File: src/rtl/uart_bus_pkg.sv
// Shared types and constants for the UART-to-bus debug bridge.
// Contents: FSM state enum, command bytes, default response bytes, word geometry.
package uart_bus_pkg;

  typedef enum logic [2:0] {
    StIdle,
    StAddr,
    StData,
    StReq,
    StAcc,
    StRdw,
    StRel,
    StTx
  } state_e;

  localparam logic [7:0] CMD_WRITE = 8'h57;  // 'W'
  localparam logic [7:0] CMD_READ  = 8'h52;  // 'R'

  localparam logic [7:0] DEF_RSP_ACK = 8'h06;
  localparam logic [7:0] DEF_RSP_NAK = 8'h15;

  localparam int unsigned BYTES_PER_WORD = 4;

  // Guard counters cover the strobe cycle plus the two cycles after it.
  localparam logic [1:0] GUARD_RELOAD = 2'd3;

endpackage

File: src/rtl/byte_shift_reg.sv
// Four-byte LSB-first assembler/serialiser.
// Ports:
//   clk, reset          clock and synchronous active-high reset
//   load, load_val      parallel load of a full word (highest priority)
//   shift_in, in_byte   shift a byte in at the top; after four shifts the first byte is the LSB
//   shift_out           drop the LSB byte, zero-fill at the top
//   word                current contents; word[7:0] is the next byte to serialise
module byte_shift_reg
  import uart_bus_pkg::*;
(
  input  logic                        clk,
  input  logic                        reset,
  input  logic                        load,
  input  logic [8*BYTES_PER_WORD-1:0] load_val,
  input  logic                        shift_in,
  input  logic [7:0]                  in_byte,
  input  logic                        shift_out,
  output logic [8*BYTES_PER_WORD-1:0] word
);

  localparam int unsigned W = 8 * BYTES_PER_WORD;

  logic [W-1:0] word_q;

  always_ff @(posedge clk) begin
    if (reset) begin
      word_q <= '0;
    end else if (load) begin
      word_q <= load_val;
    end else if (shift_in) begin
      word_q <= {in_byte, word_q[W-1:8]};
    end else if (shift_out) begin
      word_q <= {8'h00, word_q[W-1:8]};
    end
  end

  assign word = word_q;

endmodule

File: src/rtl/uart_bus_bridge.sv
// UART command-frame to 32-bit bus bridge (second bus initiator for debug/boot).
// Frames: 'W' a0..a3 d0..d3 -> ACK byte; 'R' a0..a3 -> four data bytes; all LSB-first.
// Ports:
//   clk, reset_i                         clock, synchronous active-high reset
//   rx_data_i, rx_valid_i, rx_rd_o       UART receive side (rx_rd_o pulses to consume)
//   tx_data_o, tx_wr_o, tx_busy_i        UART transmit side (tx_wr_o pulses to send)
//   bus_req_o, bus_gnt_i                 bus request/grant handshake
//   addr_o, we_o, wr_mask_o, data_out_o  bus access, non-zero only in ACC/RDW
//   data_in_i                            read data, valid the cycle after the address
//   active_o                             high whenever the FSM is not idle
module uart_bus_bridge
  import uart_bus_pkg::*;
#(
  parameter int unsigned TIMEOUT_CYCLES = 1200000,
  parameter logic [7:0]  RSP_ACK        = DEF_RSP_ACK,
  parameter logic [7:0]  RSP_NAK        = DEF_RSP_NAK
) (
  input  logic        clk,
  input  logic        reset_i,
  input  logic [7:0]  rx_data_i,
  input  logic        rx_valid_i,
  output logic        rx_rd_o,
  output logic [7:0]  tx_data_o,
  output logic        tx_wr_o,
  input  logic        tx_busy_i,
  output logic        bus_req_o,
  input  logic        bus_gnt_i,
  output logic [31:0] addr_o,
  output logic        we_o,
  output logic [3:0]  wr_mask_o,
  output logic [31:0] data_out_o,
  input  logic [31:0] data_in_i,
  output logic        active_o
);

  localparam logic [31:0] TmoLast  = 32'(TIMEOUT_CYCLES - 1);
  localparam logic [1:0]  LastByte = 2'(BYTES_PER_WORD - 1);

  state_e      state_q, state_d;
  logic [1:0]  byte_cnt_q, byte_cnt_d;
  logic [31:0] tmo_q, tmo_d;
  logic        is_write_q, is_write_d;
  logic        rx_rd_q, rx_rd_d;
  logic [1:0]  rx_guard_q, rx_guard_d;
  logic        tx_wr_q, tx_wr_d;
  logic [7:0]  tx_data_q, tx_data_d;
  logic [1:0]  tx_guard_q, tx_guard_d;
  logic [2:0]  tx_left_q, tx_left_d;

  logic        rx_take, tx_send;
  logic        addr_shift_in;
  logic        data_shift_in, data_shift_out, data_load;
  logic [31:0] data_load_val;
  logic [31:0] addr_word, data_word;

  // Address assembler.
  byte_shift_reg u_addr_sr (
    .clk       (clk),
    .reset     (reset_i),
    .load      (1'b0),
    .load_val  (32'h0),
    .shift_in  (addr_shift_in),
    .in_byte   (rx_data_i),
    .shift_out (1'b0),
    .word      (addr_word)
  );

  // Write data in, then reused as the response serialiser once the access is done.
  byte_shift_reg u_data_sr (
    .clk       (clk),
    .reset     (reset_i),
    .load      (data_load),
    .load_val  (data_load_val),
    .shift_in  (data_shift_in),
    .in_byte   (rx_data_i),
    .shift_out (data_shift_out),
    .word      (data_word)
  );

  // Bytes are only consumed while a frame is being parsed; later ones wait in the UART.
  assign rx_take = rx_valid_i && (rx_guard_q == 2'd0) &&
                   (state_q == StIdle || state_q == StAddr || state_q == StData);
  assign tx_send = (state_q == StTx) && (tx_left_q != 3'd0) && !tx_busy_i &&
                   (tx_guard_q == 2'd0);

  always_ff @(posedge clk) begin
    if (reset_i) begin
      state_q    <= StIdle;
      byte_cnt_q <= 2'd0;
      tmo_q      <= 32'd0;
      is_write_q <= 1'b0;
      rx_rd_q    <= 1'b0;
      rx_guard_q <= 2'd0;
      tx_wr_q    <= 1'b0;
      tx_data_q  <= 8'h00;
      tx_guard_q <= 2'd0;
      tx_left_q  <= 3'd0;
    end else begin
      state_q    <= state_d;
      byte_cnt_q <= byte_cnt_d;
      tmo_q      <= tmo_d;
      is_write_q <= is_write_d;
      rx_rd_q    <= rx_rd_d;
      rx_guard_q <= rx_guard_d;
      tx_wr_q    <= tx_wr_d;
      tx_data_q  <= tx_data_d;
      tx_guard_q <= tx_guard_d;
      tx_left_q  <= tx_left_d;
    end
  end

  always_comb begin
    state_d        = state_q;
    byte_cnt_d     = byte_cnt_q;
    tmo_d          = tmo_q;
    is_write_d     = is_write_q;
    rx_rd_d        = rx_take;
    rx_guard_d     = (rx_guard_q != 2'd0) ? rx_guard_q - 2'd1 : 2'd0;
    tx_wr_d        = tx_send;
    tx_data_d      = tx_data_q;
    tx_guard_d     = (tx_guard_q != 2'd0) ? tx_guard_q - 2'd1 : 2'd0;
    tx_left_d      = tx_left_q;
    addr_shift_in  = 1'b0;
    data_shift_in  = 1'b0;
    data_shift_out = 1'b0;
    data_load      = 1'b0;
    data_load_val  = 32'h0;
    bus_req_o      = 1'b0;
    addr_o         = 32'h0;
    we_o           = 1'b0;
    wr_mask_o      = 4'h0;
    data_out_o     = 32'h0;

    if (rx_take) rx_guard_d = GUARD_RELOAD;

    unique case (state_q)
      StIdle: begin
        tmo_d      = 32'd0;
        byte_cnt_d = 2'd0;
        if (rx_take) begin
          if (rx_data_i == CMD_WRITE || rx_data_i == CMD_READ) begin
            is_write_d = (rx_data_i == CMD_WRITE);
            state_d    = StAddr;
          end else begin
            data_load     = 1'b1;
            data_load_val = {24'h0, RSP_NAK};
            tx_left_d     = 3'd1;
            state_d       = StTx;
          end
        end
      end
      StAddr, StData: begin
        if (rx_take) begin
          addr_shift_in = (state_q == StAddr);
          data_shift_in = (state_q == StData);
          tmo_d         = 32'd0;
          byte_cnt_d    = byte_cnt_q + 2'd1;
          if (byte_cnt_q == LastByte) begin
            state_d = (state_q == StAddr && is_write_q) ? StData : StReq;
          end
        end else if (tmo_q == TmoLast) begin
          // Abandoned frame: drop it without any response.
          state_d = StIdle;
        end else begin
          tmo_d = tmo_q + 32'd1;
        end
      end
      StReq: begin
        bus_req_o = 1'b1;
        if (bus_gnt_i) state_d = StAcc;
      end
      StAcc: begin
        bus_req_o = 1'b1;
        addr_o    = addr_word & ~32'h3;
        if (is_write_q) begin
          we_o          = 1'b1;
          wr_mask_o     = 4'hF;
          data_out_o    = data_word;
          data_load     = 1'b1;
          data_load_val = {24'h0, RSP_ACK};
          tx_left_d     = 3'd1;
          state_d       = StRel;
        end else begin
          state_d = StRdw;
        end
      end
      StRdw: begin
        bus_req_o     = 1'b1;
        addr_o        = addr_word & ~32'h3;
        data_load     = 1'b1;
        data_load_val = data_in_i;
        tx_left_d     = 3'(BYTES_PER_WORD);
        state_d       = StRel;
      end
      StRel: begin
        state_d = StTx;
      end
      StTx: begin
        if (tx_send) begin
          tx_data_d      = data_word[7:0];
          data_shift_out = 1'b1;
          tx_left_d      = tx_left_q - 3'd1;
          tx_guard_d     = GUARD_RELOAD;
        end else if (tx_left_q == 3'd0 && tx_guard_q == 2'd0) begin
          state_d = StIdle;
        end
      end
      default: state_d = StIdle;
    endcase
  end

  assign rx_rd_o   = rx_rd_q;
  assign tx_wr_o   = tx_wr_q;
  assign tx_data_o = tx_data_q;
  assign active_o  = (state_q != StIdle);

endmodule

File: config.mk
export PLATFORM = sky130hd
export DESIGN_NAME = uart_bus_bridge
export DESIGN_NICKNAME = d
export VERILOG_FILES = /design/src/rtl/uart_bus_pkg.sv /design/src/rtl/byte_shift_reg.sv /design/src/rtl/uart_bus_bridge.sv
export SDC_FILE = /design/constraint.sdc
export NUM_CORES = 1
export LEC_CHECK = 0
export BUFFER_PORTS_ARGS = -buffer_cell sky130_fd_sc_hd__clkbuf_2
export CAP_MARGIN = 25
export CORE_UTILIZATION = 50
export DETAILED_ROUTE_END_ITERATION = 6
export PLACE_DENSITY = 0.89
export SLEW_MARGIN = 20
export SYNTH_ARGS = -nofsm -noshare
export SYNTH_HDL_FRONTEND = slang
export SYNTH_SLANG_ARGS = --single-unit
File: constraint.sdc
create_clock -name clk -period 2.4 [get_ports clk]
set_input_delay 0.12 -clock clk [delete_from_list [all_inputs] [get_ports clk]]
set_output_delay 0.12 -clock clk [all_outputs]
set_load 0.05 [all_outputs]
### Word-level counts from Yosys, hierarchy flattened

Cells that the tools add are included.

* output and inout bits: 81
* word-level logic and storage cells: 120
* input port bits: 45
* bits in registers: 119

* muxes and demuxes: 50
* add/sub/neg operators: 5
* reduce and logical (&&, ||, !) cells: 31
* equal/unequal tests: 22

Operator list (number)
* two-way mux 32 bit: 8
* case mux 32 bit (3 select lines): 1
* case mux 32 bit (2 select lines): 1
* two-way mux 3 bit: 13
* adder 32 x 1 -> 32 bit (second input constant): 1
* == test 32 x 21 -> 1 bit (second input constant): 1
* case mux 3 bit (7 select lines): 1
* == test 8 x 7 -> 1 bit (second input constant): 2
* two-way mux 2 bit: 7
* != test 2 bit (second input constant): 7
* == test 3 bit (second input constant): 4
* two-way mux 1 bit: 12
* case mux 3 bit (4 select lines): 1
* two-way mux 5 bit: 2
* != test 3 bit (second input constant): 3
* nonzero test 3 bit: 3
* two-way mux 4 bit: 2
* logical AND 1 bit: 7
* == test 3 x 2 -> 1 bit (second input constant): 2
* zero test 3 bit: 2
* AND reduction 2 bit: 3
* AND reduction 6 bit: 1
* nonzero test 2 bit: 3
* AND reduction 5 bit: 1
* other kinds (15): 20

### Depth between registers and ports, before layout

* depth in word-level cells: 9
* depth in mapped cells: 10
* gate-level depth less buffers: 9

### Modules after synthesis

Synthesis repeated with hierarchy kept, for this count alone.

* cell total of the unflattened synthesis: 868
* area total of the unflattened synthesis: 7121.8 um^2

By module, submodules not included
* uart_bus_bridge: area each 3688.5 um^2, seq. area each 1101.1 um^2, cells an instance 500, times used 1
* byte_shift_reg: area each 1716.6 um^2, seq. area each 640.6 um^2, cells an instance 184, times used 2

### Worst setup path after synthesis

Ideal clock, no wire load.

* path kind: register to register
* start: reg tmo_q[0]
* end: reg tmo_q[26]
* stages on the path, launching flop included: 8
* setup slack: 177 ps
* arrival time: 2149 ps
* period minus slack after synthesis: 2223 ps
* setup time: 74 ps
* cell sequence: dfxtp_1 -> ha_1 -> nand3_2 -> or4_4 -> nor4_4 -> nand3_2 -> or4_1 -> a31oi_1

* longest elaborated chain between the ends: 4
* elaborated cells on any way between the ends: 7
* those cells by class: add/sub: 1; eq/ne: 2; mux: 3; reduce/logical: 1

Ends and longest elaborated chain
* start, declared: RTL line uart_bus_bridge.sv:41 `logic [31:0] tmo_q, tmo_d;`
* start signal, assigned: RTL line uart_bus_bridge.sv:101 `tmo_q <= tmo_d;`
* adder 32 x 1 -> 32 bit: RTL line uart_bus_bridge.sv:165 `tmo_d = tmo_q + 32'd1;`
* two-way mux 32 bit: RTL line uart_bus_bridge.sv:161 `end else if (tmo_q == TmoLast) begin`
* two-way mux 32 bit: RTL line uart_bus_bridge.sv:153 `if (rx_take) begin`
* case mux 32 bit (2 select lines): RTL line uart_bus_bridge.sv:136 `unique case (state_q)`

Several ways; a longest one is shown, not always the timed one. The select of a mux whose other input is x is not followed.
A chain may end at the register's enable or synchronous reset.

### Worst setup path after layout

* start: reg tx_left_q[0]
* end: reg u_data_sr.word_q[28] (netlist: u_data_sr.word[28])

* longest elaborated chain between the ends: 7

Ends and longest elaborated chain
* start, declared: RTL line uart_bus_bridge.sv:48 `logic [2:0] tx_left_q, tx_left_d;`
* start signal, assigned: RTL line uart_bus_bridge.sv:108 `tx_left_q <= tx_left_d;`
* nonzero test 3 bit: RTL line uart_bus_bridge.sv:83 `assign tx_send = (state_q == StTx) && (tx_left_q != 3'd0) && !tx_busy_i &&`
* logical AND 1 bit (3 in a row): RTL line uart_bus_bridge.sv:83
* two-way mux 1 bit: RTL line uart_bus_bridge.sv:199 `if (tx_send) begin`
* two-way mux 1 bit: RTL line uart_bus_bridge.sv:136
* nonzero test 3 bit (no source line)
* end signal, assigned: RTL line byte_shift_reg.sv:29 `word_q <= load_val;`
* end signal, assigned: RTL line byte_shift_reg.sv:31 `word_q <= {in_byte, word_q[W-1:8]};`
* end signal, assigned: RTL line byte_shift_reg.sv:33 `word_q <= {8'h00, word_q[W-1:8]};`
* end, declared: RTL line byte_shift_reg.sv:23 `logic [W-1:0] word_q;`

No other way between the ends.

==> impl_results.md <==
- Status: finished, violations left
- Failing checks: DRC
- Peak Freq: 0.4371 GHz
- ANT nets after route: 0
- Crit path launch type: flop
- # nets final: 961
- Post-synth EDFFs: 0
- Die area: 12360 um^2
- GPL Wtd Cong: 0.9252
- Port bufs: 123
- DRT iter0 DRCs: 588
- Xor and xnor area share after synthesis: 0.4410%
- RSZ-0062 raised after global routing: yes
- Adder-cell share of the synthesized area: 0.8400%
- Fillers: 903
- Root Driver: clkbuf_16
- Worst EP required: 2700 ps
- Cells on worst reg2reg path: 10
- First-pass GRT wire length: 26.79 mm
- VDD IR max: 0.0006791 V
- Pwr Density: 1011 nW/um^2
- Largest family of logic cells by synthesized area: simple AND/OR/NAND/NOR gates
- Final design utilization: 65.58%
- Die span in x: 111.2 um
- Top cells by area, synth: dfxtp_1, nand2_1, and2_1
- Final setup violation count: 0
- Crit path time final: 2288 ps
- Ys flop type: dfxtp_1
- Worst Setup Slack post-DPL: 157.8 ps
- CP Class: flop to flop
- Clock Pin Slew Worst Setup and Hold Paths: 60 ps
- # Max-Cap Violations: 0
- Vias per cell: 5.831
- Slew Viols, Final: 0
- Overflow after GRT: 0
- Die span in y: 111.2 um
- Leak Pwr: 0.003063 uW
- Global Route Usage Sum: 26.60%
- Commonest non-fill, non-tap cell in the layout: clkbuf_2
- Flop-to-flop setup slack: 110 ps
- Core area: 11520 um^2
- Complex-gate fraction of the synthesized area: 19.78%
- H-tree depth: 4
- Synth unique cells: 63
- Max FO, Critical Path: 30
- TritonCTS Buffers: 17
- TritonCTS Sinks: 117
- CTS tree: yes
- Worst-margin pin slew: 604.5 ps
- Io pins: 126
- Yosys top cell area share: 39.31%
- Leading cell types in the layout, fill and taps excluded: clkbuf_2, dfxtp_1, nand2_1
- Multiplexer share of the synthesized area: 0.6720%
- Area growth from synthesis to layout: 26.75%
- Via count: 6227
- Area of the mapped netlist: 5958 um^2
- Clock skew after layout: 12.32 ps
- DRT Wirelength: 16.38 mm
- DRC: 10
- Synth Area in Simple Gates: 33.49%
- Layout cell share with drive strength beyond 1: 21.95%
- Ant. Diodes: 0
- Hold Fails Final Rpt: 0
- Max Root-Sink Buffers: 2
- Wire per inst: 15.34 um
- Vias in the first global route: 5655
- Post-Syn Instances: 777
- Sequential cell area fraction in the yosys report: 39.31%
- Clk_lat worst skew: 410 ps
- #FFs+latches synth: 117
- Worst EP arrival: 2590 ps
- DRT Pass-1 Iters: 7
- Setup ws final: 112.0 ps
- Mean Syn Cell Area: 7.668 um^2
- Tcrit/Tclk final: 95.33%
- Detailed placement HPWL: 10.54 mm
- HP Class: input port to flop
- Initial Util: 51.74%
- CP endpoint kind: flop
- Initial antenna violation count: 0
- Syn. warnings: 0
- # rows: 39
- Max-slew headroom: 59.33%
- FFs w/ async S/R, synth: 0%
- Largest area contributor in the netlist: dfxtp_1
- Min-Delay Path Depth: 3
- Largest net degree at the start of global routing: 59
==> area by class of cell <==
cell class | count | area (um^2) | share of cell area (%)
timing repair buffer | 171 | 1091 | 14.45
clock buffer | 22 | 474.2 | 6.279
clock inverter | 10 | 121.4 | 1.607
inverter | 10 | 37.54 | 0.4970
multi-input combinational | 595 | 3307 | 43.79
sequential | 117 | 2342 | 31.01
tap | 143 | 178.9 | 2.369
==> metrics by stage <==
step           TNS, ps  total power, uW  cells  hold slack [ps]  cell area [um^2]
5_1_grt         -39.36             8041   1068            17.06              7552
4_1_cts              0             7618   1068            2.872              7550
2_1_floorplan        0             4335    778            253.4              5962
6_report             0             7637   1068            7.022              7552
3_3_place_gp         0             4997   1020            353.1              6794
3_5_place_dp         0             5062   1020            365.4              6794
==> synth_stat cells, drive strengths merged (4+ instances only) <==
library cell and instances:
dfxtp 117, nand2 113, nor2 91, a21oi 76, and2 65, clkbuf 37, nor3 37, o21ai 35
nand3 22, a2bb2oi 21, buf 18, a211oi 13, inv 10, nand4 10, a31oi 9, nor4 9
o211ai 9, nand2b 7, and3 5, or4 5, ha 4, mux2i 4, nand3b 4, o21bai 4
o22ai 4
==> routing by layer <==
layer / GRT usage [%] / wire, um / vias to the layer above / share of wire (%)
met3: 7.764 / 1333 / 46 / 8.1
met4: 12.16 / 427 / 0 / 2.6
met2: 44.04 / 7930 / 267 / 48
met5: 0 / 0 / - / 0
li1: - / - / 3003 / -
met1: 31.74 / 6687 / 2911 / 41
==> sequential cells by signal, summed over array words and instances (netlist names) <==
signal	count
byte_cnt_q	2
is_write_q	1
tmo_q	32
u_addr_sr.word	30
rx_rd_o	1
u_data_sr.word	32
tx_wr_o	1
tx_guard_q	2
tx_data_o	8
tx_left_q	3
state_q	3
rx_guard_q	2
==> repair_timing <==
item / in CTS / in global routing
endpoints found under the hold margin: 17 / 0
resized for setup: 0 / 1
buffers inserted: 0 / 0
hold buffers: 16 / 0
endpoints found under the setup margin: 0 / 4
==> final timing paths <==
| path | startpoint | endpoint |
|---|---|---|
| hold reg to reg | u_addr_sr.word[9] | u_addr_sr.word[9] |
| hold / removal | rx_data_i[2] | u_addr_sr.word[26] |
| setup / recovery | tx_left_q[0] | u_data_sr.word[28] |
| setup reg to reg | tx_left_q[0] | u_data_sr.word[28] |
==> critical path, cell delays in order (launching register included) <==
cell       delay (ps)
dfxtp_1           340
inv_1              50
ha_1              190
ha_1              210
or4_1             440
o2bb2ai_1         160
nand2_1            80
nand2b_1          120
buf_12            190
nor2_1             70
a211oi_1          300
==> kinds of logic after synthesis <==
group	count (synthesis)
buffers and inverters	66
AND/OR/NAND/NOR	392
AO/OA/AOI/OAI	190
multiplexers	4
other	1
adder cells (fa/ha/maj)	4
XOR/XNOR	3
flip-flops	117
==> power by group <==
group	switching [uW]	internal [uW]	leakage, uW
clock	903	1610	0.000279
combinational	1550	1020	0.00183
sequential	271	2280	0.000950
Note: power is estimated with default switching activity, not from simulation.
